$ cat src/rtl/flash_arbiter.sv
// -----------------------------------------------------------------------------
// flash_arbiter
//   Shares one flash read controller between two requesters (port 0: CPU
//   fetch, port 1: video/sprite fetch). Each port sees the same level
//   handshake it would get from a private controller: Ready is high when
//   idle, low while the request is serviced, and high again with Data valid.
//   Competing requests are granted round-robin, one flash transaction at a
//   time.
//
// Ports
//   clk, reset          single clock, synchronous active-high reset
//   p0Addr/p1Addr       per-port read address, sampled only when issued
//   p0Enable/p1Enable   per-port request level, held until Ready returns high
//   p0Ready/p1Ready     per-port ready (registered)
//   p0Data/p1Data       per-port read data, valid while Ready=1 after completion
//   flashReadAddr       address to the flash controller (registered)
//   enableFlash         request to the flash controller (registered)
//   flashByteRead       read data from the flash controller
//   flashDataReady      controller ready: falls on accept, rises with data
// -----------------------------------------------------------------------------
module flash_arbiter #(
    parameter int unsigned ADDR_W = 24,
    parameter int unsigned DATA_W = 16
) (
    input  logic              clk,
    input  logic              reset,

    input  logic [ADDR_W-1:0] p0Addr,
    input  logic              p0Enable,
    output logic              p0Ready,
    output logic [DATA_W-1:0] p0Data,

    input  logic [ADDR_W-1:0] p1Addr,
    input  logic              p1Enable,
    output logic              p1Ready,
    output logic [DATA_W-1:0] p1Data,

    output logic [ADDR_W-1:0] flashReadAddr,
    output logic              enableFlash,
    input  logic [DATA_W-1:0] flashByteRead,
    input  logic              flashDataReady
);

    localparam int unsigned NUM_PORTS = 2;

    typedef enum logic [2:0] {
        S_IDLE       = 3'd0,
        S_ISSUE      = 3'd1,
        S_WAIT_START = 3'd2,
        S_WAIT_DONE  = 3'd3,
        S_RELEASE    = 3'd4
    } state_e;

    // Sequencer state
    state_e                 state_q,    state_d;
    logic                   grant_q,    grant_d;     // port owning the flash
    logic                   last_q,     last_d;      // port granted most recently
    logic                   abort_q,    abort_d;     // granted port dropped Enable

    // Per-port handshake state
    logic [NUM_PORTS-1:0]   pending_q,  pending_d;
    logic [NUM_PORTS-1:0]   done_q,     done_d;
    logic [NUM_PORTS-1:0]   ready_q,    ready_d;
    logic [DATA_W-1:0]      p0_data_q,  p0_data_d;
    logic [DATA_W-1:0]      p1_data_q,  p1_data_d;

    // Flash controller side
    logic [ADDR_W-1:0]      addr_q,     addr_d;
    logic                   en_flash_q, en_flash_d;

    // Combinational helpers
    logic [NUM_PORTS-1:0]   en_c;
    logic [NUM_PORTS-1:0]   elig_c;
    logic [NUM_PORTS-1:0]   granted_c;
    logic                   busy_c;
    logic                   aborted_c;

    assign en_c      = {p1Enable, p0Enable};

    // A pending port whose Enable has already fallen is being aborted this
    // cycle, so it must not win arbitration.
    assign elig_c    = pending_q & en_c;

    // The flash is owned by grant_q from ISSUE until the completion update.
    assign busy_c    = (state_q == S_ISSUE) || (state_q == S_WAIT_START) ||
                       (state_q == S_WAIT_DONE);
    assign granted_c = busy_c ? (grant_q ? 2'b10 : 2'b01) : 2'b00;

    // Enable falling at any point of the grant (including the completion
    // cycle itself) turns the returned word into a discard.
    assign aborted_c = abort_q | ~en_c[grant_q];

    // Next-state and per-port bookkeeping
    always_comb begin
        state_d    = state_q;
        grant_d    = grant_q;
        last_d     = last_q;
        abort_d    = abort_q;
        pending_d  = pending_q;
        done_d     = done_q;
        ready_d    = ready_q;
        p0_data_d  = p0_data_q;
        p1_data_d  = p1_data_q;
        addr_d     = addr_q;
        en_flash_d = en_flash_q;

        // Request capture, done release and abort-before-grant per port.
        for (int unsigned i = 0; i < NUM_PORTS; i++) begin
            done_d[i] = done_q[i] & en_c[i];
            if (!pending_q[i]) begin
                // done blocks a held-high Enable from re-requesting
                if (en_c[i] && !done_q[i]) begin
                    pending_d[i] = 1'b1;
                    ready_d[i]   = 1'b0;
                end
            end else if (!granted_c[i] && !en_c[i]) begin
                pending_d[i] = 1'b0;
                ready_d[i]   = 1'b1;
            end
        end

        if (busy_c && !en_c[grant_q]) begin
            abort_d = 1'b1;
        end

        case (state_q)
            S_IDLE: begin
                abort_d = 1'b0;
                if (elig_c != '0) begin
                    // Round-robin on a tie, otherwise the lone requester.
                    if (&elig_c) begin
                        grant_d = ~last_q;
                    end else begin
                        grant_d = elig_c[1];
                    end
                    state_d = S_ISSUE;
                end
            end

            S_ISSUE: begin
                addr_d     = grant_q ? p1Addr : p0Addr;
                en_flash_d = 1'b1;
                state_d    = S_WAIT_START;
            end

            S_WAIT_START: begin
                if (!flashDataReady) begin
                    state_d = S_WAIT_DONE;
                end
            end

            S_WAIT_DONE: begin
                if (flashDataReady) begin
                    en_flash_d         = 1'b0;
                    last_d             = grant_q;
                    abort_d            = 1'b0;
                    pending_d[grant_q] = 1'b0;
                    ready_d[grant_q]   = 1'b1;
                    if (!aborted_c) begin
                        done_d[grant_q] = 1'b1;
                        if (grant_q) begin
                            p1_data_d = flashByteRead;
                        end else begin
                            p0_data_d = flashByteRead;
                        end
                    end
                    state_d = S_RELEASE;
                end
            end

            // Lets the controller observe enableFlash low before any reissue.
            S_RELEASE: begin
                state_d = S_IDLE;
            end

            default: begin
                state_d = S_IDLE;
            end
        endcase
    end

    // State registers
    always_ff @(posedge clk) begin
        if (reset) begin
            state_q    <= S_IDLE;
            grant_q    <= 1'b0;
            last_q     <= 1'b1;
            abort_q    <= 1'b0;
            pending_q  <= '0;
            done_q     <= '0;
            ready_q    <= '1;
            p0_data_q  <= '0;
            p1_data_q  <= '0;
            addr_q     <= '0;
            en_flash_q <= 1'b0;
        end else begin
            state_q    <= state_d;
            grant_q    <= grant_d;
            last_q     <= last_d;
            abort_q    <= abort_d;
            pending_q  <= pending_d;
            done_q     <= done_d;
            ready_q    <= ready_d;
            p0_data_q  <= p0_data_d;
            p1_data_q  <= p1_data_d;
            addr_q     <= addr_d;
            en_flash_q <= en_flash_d;
        end
    end

    assign p0Ready       = ready_q[0];
    assign p1Ready       = ready_q[1];
    assign p0Data        = p0_data_q;
    assign p1Data        = p1_data_q;
    assign flashReadAddr = addr_q;
    assign enableFlash   = en_flash_q;

endmodule

$ cat config.mk
export PLATFORM = sky130hd
export DESIGN_NAME = flash_arbiter
export DESIGN_NICKNAME = d
export VERILOG_FILES = /design/src/rtl/flash_arbiter.sv
export SDC_FILE = /design/constraint.sdc
export NUM_CORES = 1
export LEC_CHECK = 0
export CAP_MARGIN = 20
export CORE_UTILIZATION = 55
export DETAILED_ROUTE_END_ITERATION = 8
export DONT_BUFFER_PORTS = 1
export GPL_TIMING_DRIVEN = 0
export PLACE_DENSITY = 0.68
export SYNTH_ARGS = -nofsm -noshare
export SYNTH_HDL_FRONTEND = slang
export SYNTH_SLANG_ARGS = --single-unit
$ cat constraint.sdc
create_clock -name clk -period 2.7 [get_ports clk]
set_input_delay 0 -clock clk [delete_from_list [all_inputs] [get_ports clk]]
set_output_delay 0 -clock clk [all_outputs]
set_load 0.05 [all_outputs]
* Word-level counts from Yosys, hierarchy flattened *
Index checks and enable logic that the tools add are counted.

storage, ports and cells
  flip-flop bits (word level) = 69
  logic and storage cells = 92
  input bits = 69
  output and inout port bits = 59

cells by class
  bitwise logic cells = 12
  $lt $le $gt $ge = 2
  equal/unequal tests = 6
  reduce and logical (&&, ||, !) cells = 25
  muxes and demuxes = 36

operator list
  cell                                                 number
  two-way mux 24 bit                                   1
  two-way mux 1 bit                                    19
  two-way mux 2 bit                                    9
  case mux 3 bit (4 select lines)                      1
  two-way mux 3 bit                                    3
  AND reduction 2 bit                                  4
  AND reduction 4 bit                                  2
  zero test 1 bit                                      7
  equality test 3 x 2 -> 1 bit, second input constant  2
  logical AND 1 bit                                    6
  inequality test 2 bit, second input constant         3
  bitwise AND 2 bit                                    2
  inverter 1 bit                                       4
  OR 2 bit                                             2
  case mux 1 bit (2 select lines)                      2
  nonzero test 2 bit                                   2
  equality test 3 x 1 -> 1 bit, second input constant  1
  zero test 3 bit                                      1
  AND reduction 3 bit                                  1
  bitwise AND 1 bit                                    2
  logical OR 1 bit                                     2
  < comparator 1 x 2 -> 1 bit, second input constant   1
  inverter 2 bit                                       1
  demux 1 bit (select 1 bit)                           1
  other kinds (2)                                      2

* Logic depth before layout (Yosys ltp) *
  depth after elaboration = 11
  gate-level depth with buffers = 7
  gate-level depth less buffers = 3

* Least setup slack after synthesis *
Ideal clock, no wire load.

  kind = register to register
  start = reg grant_q
  end = reg p0_data_q[10], in the netlist p0Data[10]
  arrival = 1.452 ns
  library setup time = 0.116 ns
  path slack = 1.132 ns
  buffers on the path = 4
  data required time = 2.584 ns
  stages on the path, launching flop included = 8
  clock period less this slack = 1.568 ns
  path through = dfxtp_1 -> clkbuf_2 -> nand2b_4 -> buf_6 -> or3_1 -> buf_6 -> buf_6 -> a31o_2

between the ends
  word-level cells in the longest chain between the ends = 6
  elaborated cells between the ends (all ways) = 7
  those cells by class = 2 x mux; 4 x bitwise; 1 x reduce/logical

ends and longest elaborated chain
  element                                               RTL line  RTL
  start: declaration                                    56        logic grant_q, grant_d;
  start signal: assignment                              198       grant_q <= grant_d;
  two-way mux 1 bit (implied by the code) (2 in a row)  91        assign aborted_c = abort_q | ~en_c[grant_q];
  inverter 1 bit                                        91
  OR 1 bit                                              91
  inverter 1 bit (no line)                              -
  AND reduction 4 bit (no line) *                       -
  end signal: assignment                                204       p0_data_q <= p0_data_d;
  end: declaration                                      64        logic [DATA_W-1:0] p0_data_q, p0_data_d;

Mark *: on every way between the ends. The rest lies on a longest branch, timed or not. The select of a mux whose other input is x is not followed.
A chain may end at the register's enable or synchronous reset.

* Worst setup path after layout *
  start = reg grant_q
  end = reg addr_q[23], in the netlist flashReadAddr[23]

between the ends
  word-level cells in the longest chain between the ends = 1

ends and longest elaborated chain
  element                 RTL line  RTL
  two-way mux 24 bit      141       addr_d = grant_q ? p1Addr : p0Addr;
  end signal: assignment  206       addr_q <= addr_d;
  end: declaration        68        logic [ADDR_W-1:0] addr_q, addr_d;

Every way passes these cells.

==> metrics.yaml <==
timing.rr.end: "flashReadAddr[23]"
synth-edff-count: 0
num_rows: 26
vias: 2609
cp-start-kind: "flip-flop"
clkTransAtPathRegs_ps: 70
clockPowerShare: 0.328
setup_violations: 0
dieArea_um2: 5590
yosysSeqAreaShare: 0.474
holdCritPathClass: "in2reg"
reg2reg_depth: 5
syn_avg_cell_area_um2: 9.65
critical_path.max_fanout: 10
drtIter0Drc: 143
max_slew_margin: 0.556
yosysUniqueCellTypes: 39
swShare: 0.288
antenna_found_initial: 0
worstPathRequired_ps: 2940
end_kind: "flip-flop"
grt_max_degree: 11
numCtsBuffers: 9
hold_start: "p1Enable"
postRouteAntennaNets: 0
post-route-drc-count: 0
grt_overflow: 0
port_buffers: 0
wl_per_cell_um: 17.7
clkLatencyLatePin_ps: 330
status: "finished, final reports clean"
power.density_nw_per_um2: 576
fill_cells: 376
synth_flop_cell: "dfxtp_1"
die_w_um: 74.8
p_sw_mw: 0.637
cts_tree: "done"
finalSetupTns_ps: 0
post_cts_buffers: 0
intPower_mw: 1.58
max-cap-violations: 0
rsz0062_at_grt: "false"
area_delta_synth_final_pct: 31.7
cts.sinks: 69
finalHoldViolations: 0
grt_pass1_wl_um: 11900
nets: 449
grt_pass1_vias: 2509
async_flop_share: 0
postRouteWirelength_um: 8030
path_class: "reg2reg"
syn_area_um2: 2910
layout-drive-gt1-share: 0.107
syn_nets: 371
r2r_setup_slack_ps: 570
via_per_inst: 5.76
place_congestion: 0.799
power_mw: 2.21
start_util: 0.571
holdPathStages: 3
cts_root_buf: "clkbuf_8"
diodes: 0
tightest_slew_ps: 665
clock_skew_ps: 8.01
p_leak_nw: 1.40
power_frac_seq: 0.543
post-route-min-period_ps: 2130
clock.fmax_mhz: 469
ir_drop_v: 0.000404
hpwlAfterDp_um: 4600
yosysWarnings: 0
ys_ff_latch: 69
io_pins: 128
hold_path_end: "abort_q"
die_y_um: 74.8
h-tree-depth: 3
clock_path_buffers: 2
synth_cells: 302
pwr-share-comb: 0.129
min_period_over_period: 0.789
drt_pre_antenna_iters: 4
arrival_ps: 2370
grt_usage: 0.287
slew_violations: 0
core_um2: 5110
r2r_start: "grant_q"
## critical path: stages, from the launching register on
cell and delay, ps:
dfxtp_1 310, clkbuf_2 160, clkbuf_1 530, mux2i_1 190, dlygate4sd3_1 610, a211oi_1 240
## cells by family after synthesis
logic type             Yosys count  share of synthesized area
multiplexers                    40                      0.137
AND/OR/NAND/NOR                 99                      0.178
buffers and inverters           36                     0.0571
AO/OA/AOI/OAI                   58                      0.153
flip-flops                      69                      0.474
## state kept, by name, indices dropped and copies added, names as in the netlist, 2 cells and up
register	count
state_q	3
ready_q	2
p1Data	16
p0Data	16
flashReadAddr	24
done_q	2
pending_q	2
## final cells by class
cell class | instances | area, um2 | share of cell area
buffer | 28 | 136 | 0.0355
clock buffer | 12 | 155 | 0.0404
clock inverter | 2 | 10.0 | 0.00261
inverter | 8 | 30.0 | 0.00783
multi-input combinational | 197 | 1370 | 0.356
sequential | 69 | 1380 | 0.360
tap | 70 | 87.6 | 0.0228
timing repair buffer | 67 | 671 | 0.175
## synth_stat cells, types with 3 or more instances
master | instances | area [um2]
nor4_1 | 16 | 100
mux2i_1 | 40 | 400
buf_6 | 3 | 33.8
nand2_1 | 21 | 78.8
a21oi_1 | 4 | 20.0
a31o_2 | 16 | 140
nor2_1 | 29 | 109
buf_2 | 3 | 15.0
dfxtp_1 | 69 | 1380
nand2b_1 | 17 | 106
inv_1 | 7 | 26.3
clkbuf_1 | 20 | 75.1
a211oi_1 | 24 | 180
## routing by layer
layer	track usage	part of all wire	vias to the layer above
li1	-	-	1245
met4	0.124	0.022	0
met5	0	0	-
met3	0.0696	0.066	17
met2	0.486	0.50	104
met1	0.348	0.42	1243
## stage by stage
step	instance area [um2]	hold WS, ps	utilization	cells	setup slack (ps)
final	3840	18.8	0.751	453	570
after global routing	3840	28.5	0.751	453	448
after CTS	3840	4.82	0.751	453	639
after detailed placement	3000	151	0.588	372	1040
after global placement	3000	146	0.588	372	1050
after floorplan	2910	140	-	302	1130
## cell usage in the layout, fill, tap and decap left out, drive strengths merged, types with 2 or more instances in the layout
| cell | netlist | layout |
|---|---|---|
| nor4 | 16 | 16 |
| mux2i | 40 | 40 |
| clkbuf | 21 | 33 |
| and3 | 2 | 2 |
| buf | 7 | 7 |
| or3 | 2 | 2 |
| nand3 | 2 | 2 |
| clkinv | 1 | 3 |
| dlygate4sd3 | 0 | 67 |
| nand2 | 21 | 21 |
| a31o | 16 | 16 |
| o31ai | 2 | 2 |
| nor3 | 3 | 3 |
| o311ai | 2 | 2 |
| nor2 | 29 | 29 |
| dfxtp | 69 | 69 |
| a211oi | 24 | 24 |
| nand4 | 2 | 2 |
| a21oi | 4 | 4 |
| inv | 7 | 7 |
| nand2b | 18 | 18 |
## timing repair
| action | 4_1_cts | 5_1_grt |
|---|---|---|
| setup endpoints to repair | 0 | 0 |
| endpoints found under the hold margin | 49 | 0 |
| hold buffers | 67 | 0 |
| resized for setup | 0 | 0 |
## worst max-delay path by stage
stage               startpoint           endpoint  depth (start not counted)
finish                 grant_q  flashReadAddr[23]                          5
global route           grant_q   flashReadAddr[2]                          5
CTS                    grant_q   flashReadAddr[2]                          5
detailed placement     grant_q          p0Data[8]                          7
global placement       grant_q          p0Data[9]                          7
floorplan              grant_q         p0Data[10]                          7
## power by group through the flow
stage | logic [mW] | registers, mW | clock network, mW
after global placement | 0.179 | 1.22 | 0
after global routing | 0.311 | 1.21 | 0.781
final | 0.285 | 1.20 | 0.727
after detailed placement | 0.184 | 1.22 | 0
after CTS | 0.274 | 1.20 | 0.737
after floorplan | 0.147 | 1.21 | 0
No activity file was read; power rests on OpenSTA's default activity.
